**config.mk**
```make
export PLATFORM = sky130hd
export DESIGN_NAME = xor_stream_cipher_flat
export DESIGN_NICKNAME = d
export VERILOG_FILES = /design/src/rtl/xor_stream_if.sv /design/src/rtl/xor_stream_cipher.sv /design/src/flat_wrapper.sv
export SDC_FILE = /design/constraint.sdc
export NUM_CORES = 1
export LEC_CHECK = 0
export BUFFER_PORTS_ARGS = -buffer_cell sky130_fd_sc_hd__buf_2
export CAP_MARGIN = 20
export CORE_MARGIN = 2
export CORE_UTILIZATION = 49
export DETAILED_ROUTE_END_ITERATION = 8
export PLACE_DENSITY = 0.79
export SYNTH_ARGS = -nofsm -noshare
export SYNTH_HDL_FRONTEND = slang
export SYNTH_SLANG_ARGS = --single-unit
```
**constraint.sdc**
```tcl
create_clock -name clk -period 2.25 [get_ports clk]
set_clock_uncertainty 0.15 [all_clocks]
set_input_delay 0.225 -clock clk [delete_from_list [all_inputs] [get_ports clk]]
set_output_delay 0.225 -clock clk [all_outputs]
set_load 0.02 [all_outputs]
```
**src/rtl/xor_stream_if.sv**
```systemverilog
// Valid/ready record stream into and out of the XOR stream cipher.
// The slave modport is the cipher's view; the master modport is the producer/consumer view.
interface xor_stream_if #(
    parameter int DATA_W = 80
);
    logic              in_valid;
    logic              in_ready;
    logic [DATA_W-1:0] data_in;
    logic              out_valid;
    logic              out_ready;
    logic [DATA_W-1:0] data_out;

    modport master (
        output in_valid, data_in, out_ready,
        input  in_ready, out_valid, data_out
    );

    modport slave (
        input  in_valid, data_in, out_ready,
        output in_ready, out_valid, data_out
    );
endinterface

```
**src/rtl/xor_stream_cipher.sv**
```systemverilog
// Single-stage XOR stream cipher for vote records: record ^ MSB-aligned repeated key.
// Define XOR_STREAM_KEY_ROLL_EN to rotate the key left by KEY_ROT after every accepted record.
module xor_stream_cipher #(
    parameter int DATA_W  = 80,
    parameter int KEY_W   = 64,
    parameter int KEY_ROT = 8,
    parameter int CNT_W   = 16
) (
    input  logic             clk,
    input  logic             rst_n,
    input  logic             key_load,
    input  logic [KEY_W-1:0] key_in,
    xor_stream_if.slave      stream,
    output logic             keyed,
    output logic [CNT_W-1:0] rec_cnt
);
    localparam int REP = (DATA_W + KEY_W - 1) / KEY_W;

    typedef enum logic {NOKEY, KEYED} state_t;

    state_t            state;
    logic [KEY_W-1:0]  key_p0;
    logic [DATA_W-1:0] data_p1;
    logic              vld_p1;
    logic              accept;

    if (KEY_ROT < 0 || KEY_ROT >= KEY_W) begin : g_bad_rot
        $error("KEY_ROT must lie in [0, KEY_W)");
    end

    // Key repeated from the MSB end; the top DATA_W bits of the repetition form the keystream.
    function automatic logic [DATA_W-1:0] keystream(input logic [KEY_W-1:0] k);
        logic [REP*KEY_W-1:0] rep;
        rep = {REP{k}};
        return rep[REP*KEY_W-1 -: DATA_W];
    endfunction

`ifdef XOR_STREAM_KEY_ROLL_EN
    function automatic logic [KEY_W-1:0] rot_left(input logic [KEY_W-1:0] k);
        logic [KEY_W-1:0] r;
        for (int i = 0; i < KEY_W; i++) begin
            r[i] = k[(i + KEY_W - KEY_ROT) % KEY_W];
        end
        return r;
    endfunction
`endif

    assign stream.in_ready  = (state == KEYED) && (!vld_p1 || stream.out_ready);
    assign stream.out_valid = vld_p1;
    assign stream.data_out  = data_p1;
    assign accept           = stream.in_valid && stream.in_ready;

    // Stage p1: registered result; a same-cycle key_load wins over counting and rotation.
    always_ff @(posedge clk or negedge rst_n) begin
        if (!rst_n) begin
            state   <= NOKEY;
            keyed   <= 1'b0;
            key_p0  <= '0;
            rec_cnt <= '0;
            data_p1 <= '0;
            vld_p1  <= 1'b0;
        end else begin
            case (state)
                NOKEY: begin
                    if (key_load) begin
                        state <= KEYED;
                        keyed <= 1'b1;
                    end
                end
                default: begin
                    state <= KEYED;
                    keyed <= 1'b1;
                end
            endcase

            if (key_load) begin
                key_p0  <= key_in;
                rec_cnt <= '0;
            end else if (accept) begin
                rec_cnt <= rec_cnt + 1'b1;
`ifdef XOR_STREAM_KEY_ROLL_EN
                key_p0  <= rot_left(key_p0);
`endif
            end

            if (accept) begin
                data_p1 <= stream.data_in ^ keystream(key_p0);
                vld_p1  <= 1'b1;
            end else if (stream.out_ready) begin
                vld_p1  <= 1'b0;
            end
        end
    end
endmodule
```
**src/flat_wrapper.sv**
```systemverilog
// flat-port wrapper written by rule: the top's interface ports become plain ports
module xor_stream_cipher_flat 
#(
    parameter int DATA_W  = 80,
    parameter int KEY_W   = 64,
    parameter int KEY_ROT = 8,
    parameter int CNT_W   = 16
)
  (clk, rst_n, key_load, key_in, keyed, rec_cnt, stream_in_valid, stream_data_in, stream_out_ready, stream_in_ready, stream_out_valid, stream_data_out);
  xor_stream_if #(.DATA_W(DATA_W)) stream_i ();
  input  logic clk;
  input  logic rst_n;
  input  logic key_load;
  input  logic [KEY_W-1:0] key_in;
  output logic keyed;
  output logic [CNT_W-1:0] rec_cnt;
  input wire logic [$bits(stream_i.in_valid)-1:0] stream_in_valid;
  input wire logic [$bits(stream_i.data_in)-1:0] stream_data_in;
  input wire logic [$bits(stream_i.out_ready)-1:0] stream_out_ready;
  output wire logic [$bits(stream_i.in_ready)-1:0] stream_in_ready;
  output wire logic [$bits(stream_i.out_valid)-1:0] stream_out_valid;
  output wire logic [$bits(stream_i.data_out)-1:0] stream_data_out;
  assign stream_i.in_valid = stream_in_valid;
  assign stream_i.data_in = stream_data_in;
  assign stream_i.out_ready = stream_out_ready;
  assign stream_in_ready = stream_i.in_ready;
  assign stream_out_valid = stream_i.out_valid;
  assign stream_data_out = stream_i.data_out;
  xor_stream_cipher #(.DATA_W(DATA_W), .KEY_W(KEY_W), .KEY_ROT(KEY_ROT), .CNT_W(CNT_W)) u_core (.clk(clk), .rst_n(rst_n), .key_load(key_load), .key_in(key_in), .stream(stream_i), .keyed(keyed), .rec_cnt(rec_cnt));
endmodule
```
==> impl_metrics.ini <==
[synthesis]
synth-adder-area-share = 0.001853
ys_ff_latch = 163
synth_top_area_frac = 0.6039
syn-cell-area_um2 = 6754
yosysTopAreaCell = dfrtp_1
async_reset_ff_frac = 1.000
synth_top_family_by_area = XOR/XNOR gates
synth_cells = 567
synth_ff_type = dfrtp_1
syn_nets = 717
synthMuxAreaShare = 0.1082
synth_area_leaders = dfrtp_1 60%, xnor2_1 11%, mux2_2 11%, a21oi_1 6.5%, nor2_1 4.9%
ys_types = 26
synth_area_per_cell_um2 = 11.91
synth_edf_count = 0
synth_warnings = 0
yosysSeqAreaShare = 0.6039
synth_xor_xnor_area_share = 0.1128
synth_compound_area_frac = 0.07262
synth-simple-area-share = 0.08170

[floorplanning]
die_width_um = 121.4
core_um2 = 13350
floorplan.initialDensity = 0.5060
fp.dieH_um = 121.4
pin_count = 248
die_area_um2 = 14740
rows = 42

[worst_setup_path]
slowest_delay_ns = 0.52
end_kind = register
critPathLaunchType = register
cp_max_fo = 8
rrSetupSlack_ns = 0.20
cp_data_arrival_time_ns = 2.24
reg2reg_depth = 5
cp_cell_sequence = ha_1 -> nand2_1 -> or3_1 -> or4_1 -> a21oi_1
crit_slowest_cell = or4_1
r2r_start = u_core.rec_cnt[0]$_DFFE_PN0P_
cp.required_ns = 2.43
rr_endpoint = u_core.rec_cnt[12]$_DFFE_PN0P_
critical_path_class = register to register

[clock_tree]
clk_latency_ns = 0.42
clkTransAtPathRegs_ns = 0.06
htreeDepth = 4
cts_buffer_depth = 2
cts_root_buf = clkbuf_16
numCtsBuffers = 17
cts_tree = yes
cts.sinks = 163

[pwr]
power_density_nw_per_um2 = 808.0
p_leak_nw = 4.607
peakVddDrop_mv = 0.5744
p_total_mw = 8.354

[final_layout]
drive_above_1_share = 0.3644
fin_nets = 1115
fillers = 779
final_core_util = 0.7746
area_delta_synth_final_pct = 53.08
final_cells = 1154

[place]
dpl.hpwl_um = 11700
gp_congestion = 0.8509
dp_slack_ns = 0.2359
port_buffers = 247
place_inst = 977

[global_routing]
grt.overflow.total = 0
antenna_found_initial = 1
grt_max_degree = 53
grt_pass1_vias = 6401
grtUsageTotal = 0.2878
grt_pass1_wl_um = 32280

[sta]
setup_viol = 0
tns_ns = 0
worst_slew_pin_slew_ns = 0.6106
layout_setup_ws_ns = 0.1958
post-route-period-util = 0.9130
grt_setup_unrepaired = false
finalWorstPathRequiredPeriod_ns = 2.054
relSlewSlack = 0.5920
final_hold_viol_count = 0
fmax_ghz = 0.4868
report.final.slew_viol_count = 0

[min_path]
min_path_type = primary input to register
holdPathStages = 3
min-delay-start = stream_out_ready
hold_path_end = u_core.stream.out_valid$_DFFE_PN0P_

[outcome]
status = finished, final reports clean

[drt]
first_pass_iters = 4
drc_errors = 0
wl_per_cell_um = 17.78
routed_wl_um = 20520
vias_per_cell = 5.198
vias = 5999
first_iter_violations = 474
postRouteAntennaNets = 0

[flow_run]
drv_cap = 0
[worst max path at each step]
stage          slack, ns                              to                           startpoint  depth (start not counted)
6_report            0.20  u_core.rec_cnt[12]$_DFFE_PN0P_        u_core.rec_cnt[0]$_DFFE_PN0P_                          5
5_1_grt             0.08  u_core.rec_cnt[12]$_DFFE_PN0P_        u_core.rec_cnt[0]$_DFFE_PN0P_                          5
4_1_cts             0.22  u_core.rec_cnt[12]$_DFFE_PN0P_        u_core.rec_cnt[0]$_DFFE_PN0P_                          5
3_5_place_dp        0.24  u_core.rec_cnt[12]$_DFFE_PN0P_        u_core.rec_cnt[0]$_DFFE_PN0P_                          5
3_3_place_gp        0.31  u_core.rec_cnt[14]$_DFFE_PN0P_        u_core.rec_cnt[0]$_DFFE_PN0P_                          5
2_1_floorplan       0.20  u_core.rec_cnt[14]$_DFFE_PN0P_  u_core.stream.out_valid$_DFFE_PN0P_                          6
[sequential cells by signal, indices dropped and copies added, names as in the netlist]
| signal | cells |
|---|---|
| u_core.stream.data_out | 80 |
| u_core.key_p0 | 64 |
| u_core.rec_cnt | 16 |
| u_core.keyed | 1 |
| u_core.state | 1 |
| u_core.stream.out_valid | 1 |
[power breakdown]
group	total [mW]	leakage, nW	internal (mW)	switching (mW)
logic	1.88	2.44	0.862	1.02
registers	3.60	1.88	3.33	0.270
clock network	2.87	0.287	1.77	1.10
total	8.35	4.61	5.97	2.39
[worst max-delay path: cells and delay by family, from the launching register on]
family | cells | cell delay [ns]
AOI/OAI and AO/OA | 1 | 0.20
and+or+nand+nor | 3 | 1.04
DFF | 1 | 0.40
adders and majority gates | 1 | 0.18
[kinds of logic after synthesis]
logic type,after synthesis
adder cells (fa/ha/maj),1
XOR/XNOR,87
AO/OA/AOI/OAI,96
buffers and inverters,31
AND/OR/NAND/NOR,124
flip-flops,163
multiplexers,65
[cells in the mapped netlist (3+ instances only)]
| cell | n |
|---|---|
| or4_1 | 4 |
| nand3_1 | 4 |
| nor2_1 | 89 |
| buf_2 | 3 |
| xnor2_1 | 87 |
| a21oi_1 | 88 |
| nand2_1 | 6 |
| mux2_2 | 64 |
| buf_1 | 8 |
| or3_1 | 7 |
| o21ai_0 | 4 |
| nor4_1 | 4 |
| nand4_1 | 3 |
| dfrtp_1 | 163 |
| o31ai_1 | 4 |
| clkbuf_1 | 17 |
[per-layer routing]
layer	vias up	track usage	wire [um]
met2	259	0.5218	11050
li1	2717	-	-
met3	73	0.07613	1254
met1	2950	0.3059	7369
met5	-	0	0
met4	0	0.1473	842
[cells in the final DEF (no fill, tap or decap), drive strengths merged, types with 3 or more instances in the layout]
cell         Yosys  routed
a21oi           88      88
buf             12     263
clkbuf          17      27
dfrtp          163     163
dlygate4sd3      0     145
mux2            64      64
nand2            6       6
nand3            4       4
nand4            3       3
nor2            89      89
nor4             4       4
o21ai            4       4
o31ai            4       4
or3              7       7
or4              4       4
xnor2           87      87
[area by class of cell]
class | instances | area (um2) | share of cell area
flip-flops and latches | 163 | 4079 | 0.3945
repair buffers | 408 | 2892 | 0.2797
multi-input cells | 373 | 2555 | 0.2471
clock buffers | 27 | 513.0 | 0.04962
well taps | 176 | 220.2 | 0.02130
clock inverters | 4 | 70.07 | 0.006777
inverters | 2 | 7.507 | 0.0007261
diodes | 1 | 2.502 | 0.0002420
[stage by stage]
step,hold slack (ns),area (um2)
after global routing,0.01109,10340
after detailed placement,0.02425,8302
after global placement,0.01682,8302
after CTS,0.0009128,10340
after floorplan,-0.2206,6754
final,0.01257,10340
[what timing repair did]
| action | 4_1_cts | 5_1_grt |
|---|---|---|
| buffers inserted | 0 | 0 |
| hold buffers | 145 | 0 |
| gates resized for setup | 0 | 0 |
| endpoints found under the hold margin | 283 | 0 |
(Power assumes the default switching activity.)
